### src/rtl/spi_arb_pkg.sv
// Shared types and constants for the SPI bus arbiter slice.
package spi_arb_pkg;

  typedef enum logic [1:0] {
    ST_IDLE  = 2'd0,
    ST_ISSUE = 2'd1,
    ST_BUSY  = 2'd2,
    ST_GUARD = 2'd3
  } arb_state_t;

  typedef enum logic [1:0] {
    OWN_NONE  = 2'd0,
    OWN_INSTR = 2'd1,
    OWN_DATA  = 2'd2
  } owner_t;

  localparam logic [7:0] CMD_READ  = 8'h03;
  localparam logic [7:0] CMD_WRITE = 8'h02;

  localparam logic [5:0] STARVE_MAX = 6'd63;

  // Saturating increment for the instruction-starvation counter.
  function automatic logic [5:0] starve_inc(input logic [5:0] v);
    return (v == STARVE_MAX) ? v : v + 6'd1;
  endfunction

endpackage

### src/rtl/spi_bus_arbiter_if.sv
// Requester, spi_master and chip-select signals shared by the arbiter.
// master = front-ends plus spi_master side, slave = the arbiter itself.
interface spi_bus_arbiter_if;

  logic        i_req;
  logic [31:0] i_cmd_addr;
  logic [5:0]  i_len;
  logic        i_ack;
  logic [31:0] i_rdata;

  logic        d_req;
  logic        d_we;
  logic [31:0] d_cmd_addr;
  logic [5:0]  d_len;
  logic [31:0] d_wdata;
  logic        d_ack;
  logic [31:0] d_rdata;

  logic        spi_start;
  logic        spi_write_enable;
  logic [31:0] spi_cmd_addr;
  logic [5:0]  spi_data_len;
  logic [31:0] spi_data_in;
  logic [31:0] spi_data_out;
  logic        spi_done;
  logic        spi_cs_n;

  logic        flash_cs_n;
  logic        ram_cs_n;
  logic        busy;

  modport master (
    output i_req, i_cmd_addr, i_len,
    input  i_ack, i_rdata,
    output d_req, d_we, d_cmd_addr, d_len, d_wdata,
    input  d_ack, d_rdata,
    input  spi_start, spi_write_enable, spi_cmd_addr, spi_data_len, spi_data_in,
    output spi_data_out, spi_done, spi_cs_n,
    input  flash_cs_n, ram_cs_n, busy
  );

  modport slave (
    input  i_req, i_cmd_addr, i_len,
    output i_ack, i_rdata,
    input  d_req, d_we, d_cmd_addr, d_len, d_wdata,
    output d_ack, d_rdata,
    output spi_start, spi_write_enable, spi_cmd_addr, spi_data_len, spi_data_in,
    input  spi_data_out, spi_done, spi_cs_n,
    output flash_cs_n, ram_cs_n, busy
  );

endinterface

### src/rtl/spi_arb_select.sv
// Winner selection between instruction and data ports, plus the
// starvation counter value to load when a grant is taken.
module spi_arb_select
  import spi_arb_pkg::*;
#(
  parameter int unsigned MAX_DATA_STREAK = 4
) (
  input  logic       i_elig,
  input  logic       d_elig,
  input  logic       i_req,
  input  logic [5:0] starve_cnt,
  output logic       grant_i,
  output logic       grant_d,
  output logic [5:0] starve_nxt
);

  logic aged;

  // A streak limit of zero means strict data priority, so aging never fires.
  generate
    if (MAX_DATA_STREAK == 0) begin : g_no_aging
      assign aged = 1'b0;
    end else begin : g_aging
      assign aged = (32'(starve_cnt) >= MAX_DATA_STREAK);
    end
  endgenerate

  // Data wins ties unless instruction has waited out the allowed streak.
  always_comb begin
    grant_i = i_elig && (!d_elig || aged);
    grant_d = d_elig && !grant_i;
  end

  // Count data grants taken while an instruction request is waiting.
  always_comb begin
    starve_nxt = starve_cnt;
    if (grant_d && i_req) begin
      starve_nxt = starve_inc(starve_cnt);
    end else if (grant_i || grant_d) begin
      starve_nxt = 6'd0;
    end
  end

endmodule

### src/rtl/spi_bus_arbiter.sv
// Shares one spi_master between the instruction (flash) and data (RAM)
// requesters, with data priority, bounded instruction starvation and a
// chip-select guard gap after every transfer.
//
//   state    | meaning
//   ---------+--------------------------------------------------------
//   ST_IDLE  | no transfer; pick a winner and latch its payload
//   ST_ISSUE | spi_start pulse to spi_master
//   ST_BUSY  | waiting for spi_done; ack + rdata registered on done
//   ST_GUARD | CS guard gap, owner still held so CS routing is stable
module spi_bus_arbiter
  import spi_arb_pkg::*;
#(
  parameter int unsigned MAX_DATA_STREAK = 4,
  parameter int unsigned GAP_CYCLES      = 2
) (
  input logic               clk,
  input logic               rst,
  spi_bus_arbiter_if.slave  bus
);

  localparam logic [7:0] GAP_INIT = 8'(GAP_CYCLES);

  arb_state_t  state;
  owner_t      owner;
  logic [5:0]  starve_cnt;
  logic [7:0]  gap_cnt;

  logic        start_q;
  logic        we_q;
  logic [31:0] cmd_addr_q;
  logic [5:0]  len_q;
  logic [31:0] data_in_q;
  logic        i_ack_q;
  logic        d_ack_q;
  logic [31:0] i_rdata_q;
  logic [31:0] d_rdata_q;

  logic        i_elig;
  logic        d_elig;
  logic        grant_i;
  logic        grant_d;
  logic [5:0]  starve_nxt;

  // A port whose ack is high this cycle still shows its old request; skip it.
  assign i_elig = bus.i_req && !i_ack_q;
  assign d_elig = bus.d_req && !d_ack_q;

  spi_arb_select #(
    .MAX_DATA_STREAK (MAX_DATA_STREAK)
  ) u_select (
    .i_elig     (i_elig),
    .d_elig     (d_elig),
    .i_req      (bus.i_req),
    .starve_cnt (starve_cnt),
    .grant_i    (grant_i),
    .grant_d    (grant_d),
    .starve_nxt (starve_nxt)
  );

  // Transfer sequencer: grant, start pulse, wait for done, ack, guard gap.
  always_ff @(posedge clk) begin
    if (rst) begin
      state      <= ST_IDLE;
      owner      <= OWN_NONE;
      starve_cnt <= 6'd0;
      gap_cnt    <= 8'd0;
      start_q    <= 1'b0;
      we_q       <= 1'b0;
      cmd_addr_q <= 32'd0;
      len_q      <= 6'd0;
      data_in_q  <= 32'd0;
      i_ack_q    <= 1'b0;
      d_ack_q    <= 1'b0;
      i_rdata_q  <= 32'd0;
      d_rdata_q  <= 32'd0;
    end else begin
      start_q <= 1'b0;
      i_ack_q <= 1'b0;
      d_ack_q <= 1'b0;
      case (state)
        ST_IDLE: begin
          if (grant_i || grant_d) begin
            starve_cnt <= starve_nxt;
            start_q    <= 1'b1;
            state      <= ST_ISSUE;
            if (grant_d) begin
              owner      <= OWN_DATA;
              we_q       <= bus.d_we;
              cmd_addr_q <= bus.d_cmd_addr;
              len_q      <= bus.d_len;
              data_in_q  <= bus.d_wdata;
            end else begin
              owner      <= OWN_INSTR;
              we_q       <= 1'b0;
              cmd_addr_q <= bus.i_cmd_addr;
              len_q      <= bus.i_len;
              data_in_q  <= 32'd0;
            end
          end
        end
        ST_ISSUE: begin
          state <= ST_BUSY;
        end
        ST_BUSY: begin
          if (bus.spi_done) begin
            if (owner == OWN_DATA) begin
              d_ack_q   <= 1'b1;
              d_rdata_q <= bus.spi_data_out;
            end else begin
              i_ack_q   <= 1'b1;
              i_rdata_q <= bus.spi_data_out;
            end
            if (GAP_INIT == 8'd0) begin
              state <= ST_IDLE;
              owner <= OWN_NONE;
            end else begin
              state   <= ST_GUARD;
              gap_cnt <= GAP_INIT;
            end
          end
        end
        ST_GUARD: begin
          gap_cnt <= gap_cnt - 8'd1;
          if (gap_cnt <= 8'd1) begin
            state <= ST_IDLE;
            owner <= OWN_NONE;
          end
        end
        default: begin
          state <= ST_IDLE;
          owner <= OWN_NONE;
        end
      endcase
    end
  end

  assign bus.spi_start        = start_q;
  assign bus.spi_write_enable = we_q;
  assign bus.spi_cmd_addr     = cmd_addr_q;
  assign bus.spi_data_len     = len_q;
  assign bus.spi_data_in      = data_in_q;
  assign bus.i_ack            = i_ack_q;
  assign bus.d_ack            = d_ack_q;
  assign bus.i_rdata          = i_rdata_q;
  assign bus.d_rdata          = d_rdata_q;
  assign bus.busy             = (state != ST_IDLE);

  // Route the single spi_master chip select to whichever device owns the bus.
  assign bus.flash_cs_n = (owner == OWN_INSTR) ? bus.spi_cs_n : 1'b1;
  assign bus.ram_cs_n   = (owner == OWN_DATA)  ? bus.spi_cs_n : 1'b1;

endmodule

### src/flat_wrapper.sv
// flat-port wrapper written by rule: the top's interface ports become plain ports
module spi_bus_arbiter_flat import spi_arb_pkg::*;
#(
  parameter int unsigned MAX_DATA_STREAK = 4,
  parameter int unsigned GAP_CYCLES      = 2
)
  (clk, rst, bus_i_req, bus_i_cmd_addr, bus_i_len, bus_i_ack, bus_i_rdata, bus_d_req, bus_d_we, bus_d_cmd_addr, bus_d_len, bus_d_wdata, bus_d_ack, bus_d_rdata, bus_spi_start, bus_spi_write_enable, bus_spi_cmd_addr, bus_spi_data_len, bus_spi_data_in, bus_spi_data_out, bus_spi_done, bus_spi_cs_n, bus_flash_cs_n, bus_ram_cs_n, bus_busy);
  spi_bus_arbiter_if bus_i ();
  input logic clk;
  input logic rst;
  input wire logic [$bits(bus_i.i_req)-1:0] bus_i_req;
  input wire logic [$bits(bus_i.i_cmd_addr)-1:0] bus_i_cmd_addr;
  input wire logic [$bits(bus_i.i_len)-1:0] bus_i_len;
  output wire logic [$bits(bus_i.i_ack)-1:0] bus_i_ack;
  output wire logic [$bits(bus_i.i_rdata)-1:0] bus_i_rdata;
  input wire logic [$bits(bus_i.d_req)-1:0] bus_d_req;
  input wire logic [$bits(bus_i.d_we)-1:0] bus_d_we;
  input wire logic [$bits(bus_i.d_cmd_addr)-1:0] bus_d_cmd_addr;
  input wire logic [$bits(bus_i.d_len)-1:0] bus_d_len;
  input wire logic [$bits(bus_i.d_wdata)-1:0] bus_d_wdata;
  output wire logic [$bits(bus_i.d_ack)-1:0] bus_d_ack;
  output wire logic [$bits(bus_i.d_rdata)-1:0] bus_d_rdata;
  output wire logic [$bits(bus_i.spi_start)-1:0] bus_spi_start;
  output wire logic [$bits(bus_i.spi_write_enable)-1:0] bus_spi_write_enable;
  output wire logic [$bits(bus_i.spi_cmd_addr)-1:0] bus_spi_cmd_addr;
  output wire logic [$bits(bus_i.spi_data_len)-1:0] bus_spi_data_len;
  output wire logic [$bits(bus_i.spi_data_in)-1:0] bus_spi_data_in;
  input wire logic [$bits(bus_i.spi_data_out)-1:0] bus_spi_data_out;
  input wire logic [$bits(bus_i.spi_done)-1:0] bus_spi_done;
  input wire logic [$bits(bus_i.spi_cs_n)-1:0] bus_spi_cs_n;
  output wire logic [$bits(bus_i.flash_cs_n)-1:0] bus_flash_cs_n;
  output wire logic [$bits(bus_i.ram_cs_n)-1:0] bus_ram_cs_n;
  output wire logic [$bits(bus_i.busy)-1:0] bus_busy;
  assign bus_i.i_req = bus_i_req;
  assign bus_i.i_cmd_addr = bus_i_cmd_addr;
  assign bus_i.i_len = bus_i_len;
  assign bus_i_ack = bus_i.i_ack;
  assign bus_i_rdata = bus_i.i_rdata;
  assign bus_i.d_req = bus_d_req;
  assign bus_i.d_we = bus_d_we;
  assign bus_i.d_cmd_addr = bus_d_cmd_addr;
  assign bus_i.d_len = bus_d_len;
  assign bus_i.d_wdata = bus_d_wdata;
  assign bus_d_ack = bus_i.d_ack;
  assign bus_d_rdata = bus_i.d_rdata;
  assign bus_spi_start = bus_i.spi_start;
  assign bus_spi_write_enable = bus_i.spi_write_enable;
  assign bus_spi_cmd_addr = bus_i.spi_cmd_addr;
  assign bus_spi_data_len = bus_i.spi_data_len;
  assign bus_spi_data_in = bus_i.spi_data_in;
  assign bus_i.spi_data_out = bus_spi_data_out;
  assign bus_i.spi_done = bus_spi_done;
  assign bus_i.spi_cs_n = bus_spi_cs_n;
  assign bus_flash_cs_n = bus_i.flash_cs_n;
  assign bus_ram_cs_n = bus_i.ram_cs_n;
  assign bus_busy = bus_i.busy;
  spi_bus_arbiter #(.MAX_DATA_STREAK(MAX_DATA_STREAK), .GAP_CYCLES(GAP_CYCLES)) u_core (.clk(clk), .rst(rst), .bus(bus_i));
endmodule
### config.mk
export PLATFORM = sky130hd
export DESIGN_NAME = spi_bus_arbiter_flat
export DESIGN_NICKNAME = d
export VERILOG_FILES = /design/src/rtl/spi_arb_pkg.sv /design/src/rtl/spi_bus_arbiter_if.sv /design/src/rtl/spi_arb_select.sv /design/src/rtl/spi_bus_arbiter.sv /design/src/flat_wrapper.sv
export SDC_FILE = /design/constraint.sdc
export NUM_CORES = 1
export LEC_CHECK = 0
export CAP_MARGIN = 20
export CORE_ASPECT_RATIO = 1.4
export CORE_MARGIN = 1.5
export CORE_UTILIZATION = 23
export CTS_BUF_LIST = sky130_fd_sc_hd__clkbuf_4
export CTS_CLUSTER_DIAMETER = 120
export CTS_CLUSTER_SIZE = 8
export DETAILED_ROUTE_END_ITERATION = 12
export PLACE_DENSITY_LB_ADDON = 0.1
export SLEW_MARGIN = 30
export SYNTH_ARGS = -nofsm -noshare
export SYNTH_HDL_FRONTEND = slang
export SYNTH_SLANG_ARGS = --single-unit
export TNS_END_PERCENT = 50
### constraint.sdc
create_clock -name clk -period 2.3 [get_ports clk]
set_input_delay 0.575 -clock clk [delete_from_list [all_inputs] [get_ports clk]]
set_output_delay 0.575 -clock clk [all_outputs]
set_load 0.02 [all_outputs]
* Word level (Yosys, flattened, before mapping)
Index checks and enable logic that the tools add are counted.
** Word-level totals
- Bits in registers :: 156
- Word-level logic and storage cells :: 75
** Cells by class
- $add $sub $neg :: 2
- Order comparisons :: 2
- Equal/unequal tests :: 10
- Mux-type cells :: 20
- Bitwise logic cells :: 4
- Reduce and logical (&&, ||, !) cells :: 24
** Operators by type and width (count)
- $mux 32 :: 2
- $mux 6 :: 3
- $pmux 8 s2 :: 1
- $reduce_and 3->1 :: 5
- $mux 2 :: 5
- $le 8x1->1 const B :: 1
- $mux 8 :: 1
- $pmux 2 s4 :: 1
- $sub 8x1->8 const B :: 1
- $add 6x1->6 const B :: 1
- $eq 2x2->1 const B :: 3
- $eq 6x6->1 const B :: 1
- $ge 6x3->1 const B :: 1
- $mux 1 :: 6
- $reduce_bool 2->1 :: 3
- $logic_and 1x1->1 :: 5
- $eq 2x1->1 const B :: 2
- $logic_not 1->1 :: 4
- $ne 2x1->1 const B :: 2
- $ne 2x2->1 const B :: 2
- $not 1->1 :: 4
- $pmux 2 s2 :: 1
- $reduce_and 2->1 :: 2
- $reduce_or 3->1 :: 1
- 3 further kinds :: 4

* Depth between registers and ports, before layout
- Depth after elaboration :: 10
- Gate-level depth with buffers :: 9
- Gate-level depth less buffers :: 6

* Modules after synthesis
Synthesis repeated with hierarchy kept, for this count alone.
** Unflattened totals
- Cell total of the unflattened synthesis :: 717
- Area, all modules :: 6180.9 µm²
** Modules (own cells, without submodules)
- spi_bus_arbiter :: times used 1, cells each 678, area each 5888.1 µm²
- spi_arb_select :: times used 1, cells each 39, area each 292.8 µm²

* Worst setup path before layout
OpenSTA, ideal clock, no wires.
- Path type :: reg2reg
- Start :: register u_core.state[0]
- End :: register u_core.cmd_addr_q[21], in the netlist u_core.bus.spi_cmd_addr[21]
- Data arrival time :: 1.821 ns
- Path slack :: 0.343 ns
- Stages on the path, launching flop included :: 9
- Buffers on the path :: 3
- Cell sequence :: dfxtp_1 -> inv_1 -> ha_1 -> clkbuf_1 -> inv_1 -> a21oi_1 -> buf_2 -> buf_1 -> a31oi_1
** Between the ends
- Word-level cells in the longest chain between the ends :: 2
** RTL lines
- start: declaration :: RTL line spi_bus_arbiter.sv:24 : arb_state_t state;
- start signal: assignment :: RTL line spi_bus_arbiter.sv:64 : state <= ST_IDLE;
- start signal: assignment :: RTL line spi_bus_arbiter.sv:86 : state <= ST_ISSUE;
- start signal: assignment :: RTL line spi_bus_arbiter.sv:103 : state <= ST_BUSY;
- $logic_not 2->1 :: RTL line spi_bus_arbiter.sv:81 : case (state)
- $reduce_and 2->1 (no source line)
- end signal: assignment :: RTL line spi_bus_arbiter.sv:90 : cmd_addr_q <= bus.d_cmd_addr;
- end signal: assignment :: RTL line spi_bus_arbiter.sv:96 : cmd_addr_q <= bus.i_cmd_addr;
- end: declaration :: RTL line spi_bus_arbiter.sv:31 : logic [31:0] cmd_addr_q;
Every way passes these cells.
A chain may end at the register's enable or synchronous reset.

* Worst setup path in the final report
- Start :: register u_core.data_in_q[1], in the netlist u_core.bus.spi_data_in[1]
- End :: output port bus_spi_data_in[1]
** RTL lines
- start: declaration :: RTL line spi_bus_arbiter.sv:33 : logic [31:0] data_in_q;
- start signal: assignment :: RTL line spi_bus_arbiter.sv:92 : data_in_q <= bus.d_wdata;
- end: declaration :: RTL line flat_wrapper.sv:27 : output wire logic [$bits(bus_i.spi_data_in)-1:0] bus_spi_data_in;
No word-level cell between the ends.

==> results by group <==
Worst setup path
  • FF-to-FF End: u_core.starve_cnt[0]
  • Highest net fanout along the worst path: 2
  • Crit start category: register
  • Req. time, crit path: between 1.5 and 2 ns
  • Critical path class: register to primary output
  • Critical-path cell list: clkdlybuf4s50_1
  • Worst path slowest cell: clkdlybuf4s50_1
  • CP Capture Type: primary output
  • Sum of buffers and inverters on the critical path: 1
  • Critical Path Start: u_core.bus.spi_data_in[1]
  • Critical path's top delay family: buffers and inverters
  • Reg-to-reg critical path startpoint: u_core.starve_cnt[5]
  • CP arrival: 1.56 ns
  • Flop2flop setup slack: 0.36 ns
  • CP peak stage delay: roughly 0.66 ns
  • R2R depth: 5

Yosys
  • Leading post-synthesis cells by cell area: dfxtp_1 51%, nand2_1 15%, a21oi_1 8.9%, o21ai_0 3.9%, a31oi_1 3.9%
  • Mapped Nets: 931
  • Synth cell count leaders: 245 x nand2_1, 156 x dfxtp_1, 108 x a21oi_1, 48 x o21ai_0, 43 x clkbuf_1
  • Flops & latches, synth: about 160
  • Biggest area consumer among synthesized cells: dfxtp_1
  • Post-Syn Instances: roughly 780
  • Post-Syn Area: between 0.006 and 0.007 mm2
  • Synth warn: 0
  • Cell with the most instances after synthesis: nand2_1
  • Ys flop type: dfxtp_1
  • EDFF count, synth: 0
  • Avg Inst Size Synth: slightly below 8 um2
  • Number of distinct library cells after synthesis: 41
  • Synth top area share: between 50% and 60%
  • Async set or reset register ratio after synthesis: 0%
  • Post-synthesis sequential area ratio: between 50% and 60%

CTS
  • Clock sink total: roughly 160
  • Clk pin slew, worst setup/hold paths: approximately 0.14 ns
  • CTS buffer count: 17
  • H-tree depth: 4
  • CTS tree: built
  • Clk buf depth: 2
  • Root Driver: clkbuf_4
  • CTS Hold Bufs: 0
  • Worst skew pair latency: 0.56 ns

Global routing
  • Grt ovf: 0
  • Largest net degree at the start of global routing: ~110
  • Vias in the first global route: ~6,100
  • First-pass GRT wire length: approximately 33 mm
  • GR Util All Layers: between 10% and 20%
  • Initial antenna violation count: 1

Timing
  • Hold Slack: between 0.4 and 0.5 ns
  • Max frequency: around 470 MHz
  • Finish-stage setup viols: 0
  • Clock skew: about 0.019 ns
  • Final Cycle Share: 92.90%
  • Max-slew violations: 0
  • Fin. Hold Viols: 0
  • Slew HR: roughly three fifths
  • RSZ-0062 raised after global routing: false
  • Post-layout min period: 2.137 ns
  • Setup ws final: ~0.16 ns
  • Worst slew pin tran: about 0.60 ns

Route
  • Top Metal Used: met4
  • Total wire length: 20.97 mm
  • WL met3: ~1.9 mm
  • Routed length on met2: approximately 10 mm
  • Via count: 6,241
  • WL per Instance: 15.13 um
  • Final ANT Viol Nets: 0
  • Vias per cell: 4.503
  • Drc violations: 0
  • First drt pass iteration count: 4
  • M1 WL: 8.968 mm
  • DR iter-0 viols: around 210

Power
  • Flop pwr share: between 30% and 40%
  • Leakage: roughly 3.4 nW
  • Pwr per Cell Area: around 910 mW/mm2
  • Pwr Total: approximately 9 mW
  • Combinational share of power: slightly above 40%
  • Worst IR Drop VDD: about 0.00054 V
  • Sw frac: between 30% and 40%
  • Internal power: approximately 5.6 mW
  • Clock power share: about a fifth
  • Switch Pwr: ~3.3 mW

Min path
  • Worst hold endpoint: u_core.bus.spi_data_in[28]
  • Hold Path Stages: 2
  • HP Class: register to register
  • Hold_sp: u_core.bus.spi_data_in[28]

Floorplan
  • IO Pins: 288
  • Starting Density: roughly a quarter
  • Die Ht: ~200 um
  • Core footprint: 0.02610 mm2
  • Die Width: 140.6 um
  • Die ar.: 0.02750 mm2
  • Std cell rows: 70

Placement
  • Worst slack, placed: -0.04213 ns
  • Port bufs: roughly 290
  • Dpl hpwl: between 10 and 15 mm
  • RePlAce Congestion: approximately 0.7

Layout
  • Area Growth Syn to Fin: 60.71%
  • Final-stage net count: around 1,200
  • Post-Route Utilization: between 30% and 40%
  • Share of cells above drive strength 1: under 10%

Run status
  • Status: finished clean

Run
  • Maximum Capacitance Violations: 0
worst register-to-register path: stages (launching register included):
cell,delay (ns)
dfxtp_1,0.40
or4_4,0.59
a2111oi_0,0.48
buf_4,0.19
o21ai_0,0.07
a21oi_1,0.15
cells by family (layout without fill, tap and decap cells):
logic type	Yosys count	count (layout)	share of synthesized area, %
simple gates	329	329	22.52
compound gates	211	211	19.36
flops	156	156	51.23
buf+inv	65	350	4.208
fa+ha+maj	8	8	1.642
xor+xnor	5	5	0.7184
mux	2	2	0.3284
other cells	0	1	0
worst max-delay path by stage:
stage                                        to  slack (ns)  depth (start not counted)
global route                bus_spi_data_in[10]        0.02                          1
floorplan           u_core.bus.spi_cmd_addr[21]        0.34                          8
finish                       bus_spi_data_in[1]        0.16                          1
global placement                 bus_flash_cs_n       -0.04                          4
CTS                                   bus_d_ack       0.004                          1
detailed placement  u_core.bus.spi_cmd_addr[20]       -0.04                          6
what timing repair did:
item | CTS | global route
gates resized for setup | 10 | 2
gates cloned | 0 | 0
setup endpoints to repair | 4 | 2
buffers inserted | 0 | 0
endpoints found under the hold margin | 0 | 0
registers in the layout (all words and copies together) (netlist names):
register and cells:
u_core.bus.i_rdata 32, u_core.bus.spi_data_len 6, u_core.bus.i_ack 1, u_core.starve_cnt 6
u_core.bus.d_rdata 32, u_core.bus.spi_cmd_addr 32, u_core.bus.d_ack 1, u_core.gap_cnt 8
u_core.owner 2, u_core.bus.spi_data_in 32, u_core.state 2, u_core.bus.spi_start 1
u_core.bus.spi_write_enable 1
layout make-up:
cell class                 instances  area [um2]
sequential                       156        3126
inverter                           8       30.03
antenna                            1       2.502
multi-input combinational        555        2755
clock buffer                      18       135.1
clock inverter                    14       168.9
timing repair buffer             310        3174
tap                              324       405.4
fill                            2785       16300
layout by cell type (no fill, tap or decap), types with 11 or more instances in the layout:
| cell type | Yosys | layout |
|---|---|---|
| a21oi_1 | 108 | 107 |
| a31oi_1 | 38 | 38 |
| buf_12 | 0 | 11 |
| buf_4 | 0 | 13 |
| clkbuf_4 | 0 | 18 |
| clkdlybuf4s50_1 | 0 | 281 |
| dfxtp_1 | 156 | 154 |
| nand2_1 | 245 | 245 |
| nand3_1 | 38 | 38 |
| nor2_1 | 17 | 15 |
| o21ai_0 | 48 | 47 |
power groups by stage:
stage	logic (mW)	registers (mW)	clock network [mW]
global placement	3.77	3.48	0
CTS	3.77	3.44	1.94
floorplan	1.48	3.93	0
global route	4.02	3.51	2.05
finish	3.68	3.44	1.82
detailed placement	3.77	3.49	0
through the flow:
step / std cells / instance area (um2) / TNS, ns
detailed placement: 1353 / 9487 / -0.1263
CTS: 1385 / 9791 / 0
finish: 1386 / 9797 / 0
global placement: 1353 / 9487 / -0.07774
global route: 1386 / 9797 / 0
floorplan: 776 / 6096 / 0
per-layer routing:
| metal | up-vias | track usage [%] |
|---|---|---|
| met5 | - | 0 |
| met4 | 0 | 4.398 |
| met3 | 8 | 6.204 |
| met2 | 223 | 26.11 |
| met1 | 2834 | 17.90 |
| li1 | 3176 | - |
(Power assumes the default switching activity.)
